$ cat src/rtl/bios_word_sink.sv
// bios_word_sink: pulls BIOS words in fixed bursts into a 64x16 FIFO and drains them to a memory write port
// Ports: clk_sdr/reset (async, active-high); load_start restarts address, word count and checksum;
// bios_wr/bios_req/bios_din form the loader handshake (data valid the cycle after bios_req);
// mem_we/mem_addr/mem_din/mem_ack form the memory write port; busy flags pending work;
// words counts acknowledged writes; checksum exists only with BIOS_SINK_CHECKSUM_EN defined.
module bios_word_sink #(
  parameter int BASE_ADDR = 0,
  parameter int ADDR_W = 20,
  parameter int BURST_LEN = 32
) (
  input  logic              clk_sdr,
  input  logic              reset,
  input  logic              load_start,
  input  logic              bios_wr,
  output logic              bios_req,
  input  logic [15:0]       bios_din,
  output logic              mem_we,
  output logic [ADDR_W-1:0] mem_addr,
  output logic [15:0]       mem_din,
  input  logic              mem_ack,
  output logic              busy,
  output logic [ADDR_W-1:0] words
`ifdef BIOS_SINK_CHECKSUM_EN
  ,
  output logic [15:0]       checksum
`endif
);
  typedef enum logic [1:0] {IDLE, PULL, TAIL, RELEASE} state_t;
  state_t state;
  logic [15:0] fifo [64];
  logic [6:0] wptr, rptr, used;
  logic [5:0] beat;
  logic cap, armed, pend, full, empty, go, push, pop, ld_ok;
  assign used = wptr - rptr;
  assign full = used == 7'd64;
  assign empty = used == 7'd0;
  // armed delays the first burst to the second edge after reset
  assign go = state == IDLE && armed && bios_wr && (7'd64 - used) >= 7'(BURST_LEN);
  assign push = cap && !full;
  assign pop = mem_we && mem_ack;
  assign ld_ok = state == IDLE && empty && !mem_we;
  assign busy = state != IDLE || !empty || mem_we;
  always_ff @(posedge clk_sdr)
    if (push) fifo[wptr[5:0]] <= bios_din;
  always_ff @(posedge clk_sdr or posedge reset)
    if (reset) begin
      state <= IDLE;
      wptr <= '0;
      rptr <= '0;
      beat <= '0;
      cap <= 1'b0;
      armed <= 1'b0;
      pend <= 1'b0;
      bios_req <= 1'b0;
      mem_we <= 1'b0;
      mem_din <= '0;
      mem_addr <= ADDR_W'(BASE_ADDR);
      words <= '0;
`ifdef BIOS_SINK_CHECKSUM_EN
      checksum <= '0;
`endif
    end else begin
      armed <= 1'b1;
      cap <= bios_req;
      if (push) wptr <= wptr + 7'd1;
      case (state)
        IDLE: if (go) begin
          state <= PULL;
          bios_req <= 1'b1;
          beat <= '0;
        end
        PULL: begin
          beat <= beat + 6'd1;
          if (beat == 6'(BURST_LEN - 1)) begin
            bios_req <= 1'b0;
            state <= TAIL;
          end
        end
        TAIL: state <= RELEASE;
        RELEASE: if (!bios_wr) state <= IDLE;
        default: state <= IDLE;
      endcase
      if (pop) begin
        mem_we <= 1'b0;
        rptr <= rptr + 7'd1;
        mem_addr <= mem_addr + ADDR_W'(1);
        words <= words + ADDR_W'(1);
`ifdef BIOS_SINK_CHECKSUM_EN
        checksum <= checksum + mem_din;
`endif
      end else if (!mem_we && !empty) begin
        mem_we <= 1'b1;
        mem_din <= fifo[rptr[5:0]];
      end
      // a restart is only applied once everything queued has been written
      if (ld_ok && (load_start || pend)) begin
        mem_addr <= ADDR_W'(BASE_ADDR);
        words <= '0;
        pend <= 1'b0;
`ifdef BIOS_SINK_CHECKSUM_EN
        checksum <= '0;
`endif
      end else if (load_start) pend <= 1'b1;
    end
endmodule

$ cat config.mk
export PLATFORM = sky130hd
export DESIGN_NAME = bios_word_sink
export DESIGN_NICKNAME = d
export VERILOG_FILES = /design/src/rtl/bios_word_sink.sv
export SDC_FILE = /design/constraint.sdc
export NUM_CORES = 1
export LEC_CHECK = 0
export BUFFER_PORTS_ARGS = -buffer_cell sky130_fd_sc_hd__buf_2
export CORE_ASPECT_RATIO = 1.2
export CORE_MARGIN = 4
export CORE_UTILIZATION = 41
export DETAILED_ROUTE_END_ITERATION = 12
export PLACE_DENSITY_LB_ADDON = 0.08
export SLEW_MARGIN = 20
export SYNTH_ARGS = -nofsm -noshare
export SYNTH_HDL_FRONTEND = slang
export SYNTH_SLANG_ARGS = --single-unit
$ cat constraint.sdc
create_clock -name clk_sdr -period 3.8 [get_ports clk_sdr]
set_clock_uncertainty 0.15 [all_clocks]
set_input_delay 0.19 -clock clk_sdr [delete_from_list [all_inputs] [get_ports clk_sdr]]
set_output_delay 0.19 -clock clk_sdr [all_outputs]
set_load 0.03 [all_outputs]
==> results by group <==
Synth
  • Post-Synthesis Cell Area: 0.0433 sq mm
  • Syn nets: 2199
  • FFs w/ async S/R, synth: 0.0750
  • Seq/Total Area, Yosys: 0.758
  • Synth Register Bits: 1107
  • Post-Synthesis Cells: 2162
  • Ys Warns: 0
  • Synth top area share: 0.710
  • Mean post-synth cell area: 20.0 sq um
  • Synth area leaders: edfxtp_1 (71%), mux4_2 (13%), dfrtp_1 (4.8%), mux2i_1 (1.6%), nor2_1 (1.3%)
  • Distinct cells, synth: 63
  • Main flop type after synthesis: edfxtp_1
  • Number of flops mapped to enable cells by yosys: 1024
  • Largest area contributor in the netlist: edfxtp_1

Power and ir drop
  • Part of the power in the clock network: 0.283
  • Internal Power: around 0.025 W
  • Leakage: 16.5 nW
  • Reg power frac: 0.390
  • Switching Power: 0.0126 W
  • Switching part of the total: 0.334
  • Pwr/cell area: 758 mW/mm^2
  • Worst ir drop on vdd: 0.436 mV
  • Combinational Power Share: 0.327

Min path
  • Worst Hold Class: primary input to flop
  • Hold Path Depth: 1
  • Hold Path Sink: fifo[18][14]
  • Hold_sp: bios_din[14]

Drt
  • Drt first pass iters: 7
  • Routed Antenna Nets: 0
  • Post-Route WL: ~120000 um
  • Via density: around 5.7
  • Drc violations: 0
  • Vias after detailed routing: 22258
  • Initial DRC count: between 2000 and 2500
  • Routed length per instance: 30.5 um

Outcome
  • Status: complete, but fails checks
  • Failing checks: negative hold slack

Clocking
  • Clock Path Buffers: 3
  • CTS tree: yes
  • Clk sinks: 1107
  • CTS root buffer: clkbuf_16
  • H-tree levels: 3
  • Worst skew pair latency: 0.68 ns
  • Clock transition at path regs: 0.06 ns
  • CTS buffer count: around 110

Global route
  • GR Overflow Total: 0
  • Global-route wire length before repair: 170000 um
  • Largest net degree at the start of global routing: 115
  • GRT Util Overall: 0.213
  • Initial antenna violation count: 6
  • Number of global-route vias before repair: 22583

Finish
  • Nets: about 2500
  • # fillers: roughly 9000
  • Layout cells sized above 1: 0.269
  • Area of the multi-input gates: 0.00986 sq mm
  • Synth-to-Final Area Change: 14.9%
  • Post-Layout Inst Area: 0.0498 sq mm
  • Register area: roughly 0.033 sq mm
  • Core Util, Final: 0.475

Setup path
  • Nature of the critical path endpoint: primary output
  • Launching point of the worst reg2reg path: rptr[2]
  • Reg-to-reg critical path endpoint: mem_din[1]
  • CP Launch Type: flop
  • R2r setup slk: about 0.26 ns
  • CP arrival: 3.31 ns
  • Crit path max fanout: 3
  • Worst Reg2Reg Path Length in Cells: 9
  • Worst Setup Path Type: flop to primary output
  • WP data required: 3.46 ns

STA
  • Final hold vios: 6
  • Hold WS: -0.0101 ns
  • Slew Viols, Final: 0
  • Tcrit/Tclk final: 0.960
  • Peak Freq: between 200 and 300 MHz
  • Slew HR: 0.292
  • Finish-stage setup viols: 0
  • Worst-Margin Slew: 1.06 ns
  • Post-route minimum period: between 3 and 4 ns

Floorplanning
  • FP Rows: 130
  • Initial Util: 0.414
  • Die area: 0.111 sq mm
  • Core footprint: ~0.10 sq mm
  • Die X-Extent: 305 um
  • I/O pin count: 80
  • DIE HEIGHT: 364 um

Place
  • DP Area: 0.0461 sq mm
  • Gpl congestion: 0.901
  • Port-buffer cells: 79
  • Hpwl dp: 73700 um

Run
  • Maxcap violations: 0
-- area by class of cell --
class                   count  area share
inverters                  17     0.00131
repair buffers            245      0.0354
diodes                      1   0.0000502
flip-flops and latches   1107       0.659
clock inverters            62      0.0112
well taps                1386      0.0348
multi-input cells         932       0.198
clock buffers             143      0.0598
-- cells in the final DEF (no fill, tap or decap), drive strengths merged, types with 13 or more instances in the layout --
cell type,instances
edfxtp,1024
mux4,242
buf,234
nor2,148
clkbuf,143
nand2,97
dfrtp,83
mux2i,68
a21oi,51
clkinv,44
a22oi,35
xor2,27
o21ai,27
xnor2,25
nand3,21
o22ai,20
a22o,20
inv,20
ha,15
o221ai,13
nand4,13
-- logic make-up (layout without fill, tap and decap cells) --
| kind of cell | after synthesis | count (layout) | share of synthesized area |
|---|---|---|---|
| fa+ha+maj | 16 | 16 | 0.00479 |
| xor+xnor | 52 | 52 | 0.0105 |
| buf+inv | 123 | 467 | 0.0162 |
| simple gates | 329 | 329 | 0.0330 |
| flops | 1107 | 1107 | 0.758 |
| other cells | 1 | 2 | 0.0000865 |
| mux | 314 | 314 | 0.143 |
| compound gates | 220 | 220 | 0.0354 |
-- state kept, by name, summed over array words and instances (netlist names) --
register	flops
mem_din	16
mem_we	1
mem_addr	20
rptr	7
beat	6
state	2
pend	1
fifo	1024
armed	1
wptr	7
words	20
cap	1
bios_req	1
-- worst max path at each step --
stage / end / from / slack (ns)
after floorplan: fifo[62][0] / rptr[2] / 0.16
after global placement: fifo[26][3] / wptr[0] / -0.06
after detailed placement: mem_din[1] / rptr[0] / 0.24
after CTS: busy / wptr[0] / 0.08
after global routing: busy / wptr[0] / -0.01
final: busy / wptr[0] / 0.15
-- metal layers --
layer,share of wire,global-route usage,vias up
met5,0,0,-
met4,0.026,0.0584,0
met3,0.058,0.0304,135
met2,0.49,0.357,797
met1,0.42,0.295,11986
li1,-,-,9340
-- worst max-delay path, cell delays in order (launching register included) --
cell and delay [ns]:
dfrtp_1 0.38, inv_1 0.09, ha_1 0.23, fa_1 0.41, xnor2_1 0.17, nor3_1 0.21
mux2i_1 0.13, buf_4 0.16, nor3_2 0.26, buf_4 0.18, nand4_1 0.18, buf_4 0.24
-- cell usage after synthesis (20+ instances only) --
cell,number
xnor2_1,25
a22oi_1,35
mux2i_1,68
o22ai_1,20
dfrtp_1,83
nand2_1,97
edfxtp_1,1024
mux4_2,242
a21oi_1,51
clkbuf_1,37
nand3_1,21
buf_2,37
xor2_1,27
a22o_1,20
nor2_1,148
-- power groups by stage --
stage	sequential (W)	combinational (W)	clock, W
final	0.0147	0.0123	0.0107
after CTS	0.0147	0.0125	0.0109
after floorplan	0.0151	0.00729	0
after global placement	0.0149	0.0124	0
after global routing	0.0148	0.0130	0.0115
after detailed placement	0.0150	0.0124	0
-- timing repair --
item	CTS	global route
resized for setup	1	2
hold buffers	10	1
setup endpoints to repair	1	17
setup buffers	0	3
hold endpoints to repair	233	8
gates cloned	0	0
-- through the flow --
stage          setup TNS (ns)  power [W]  setup slack, ns  instances
6_report                    0     0.0377            0.150       3893
5_1_grt               -0.0135     0.0392          -0.0135       3892
4_1_cts                     0     0.0382           0.0848       3888
3_5_place_dp                0     0.0274            0.240       3673
3_3_place_gp           -0.886     0.0274          -0.0560       3673
2_1_floorplan               0     0.0224            0.161       2162
No activity file was read; power rests on OpenSTA's default activity.
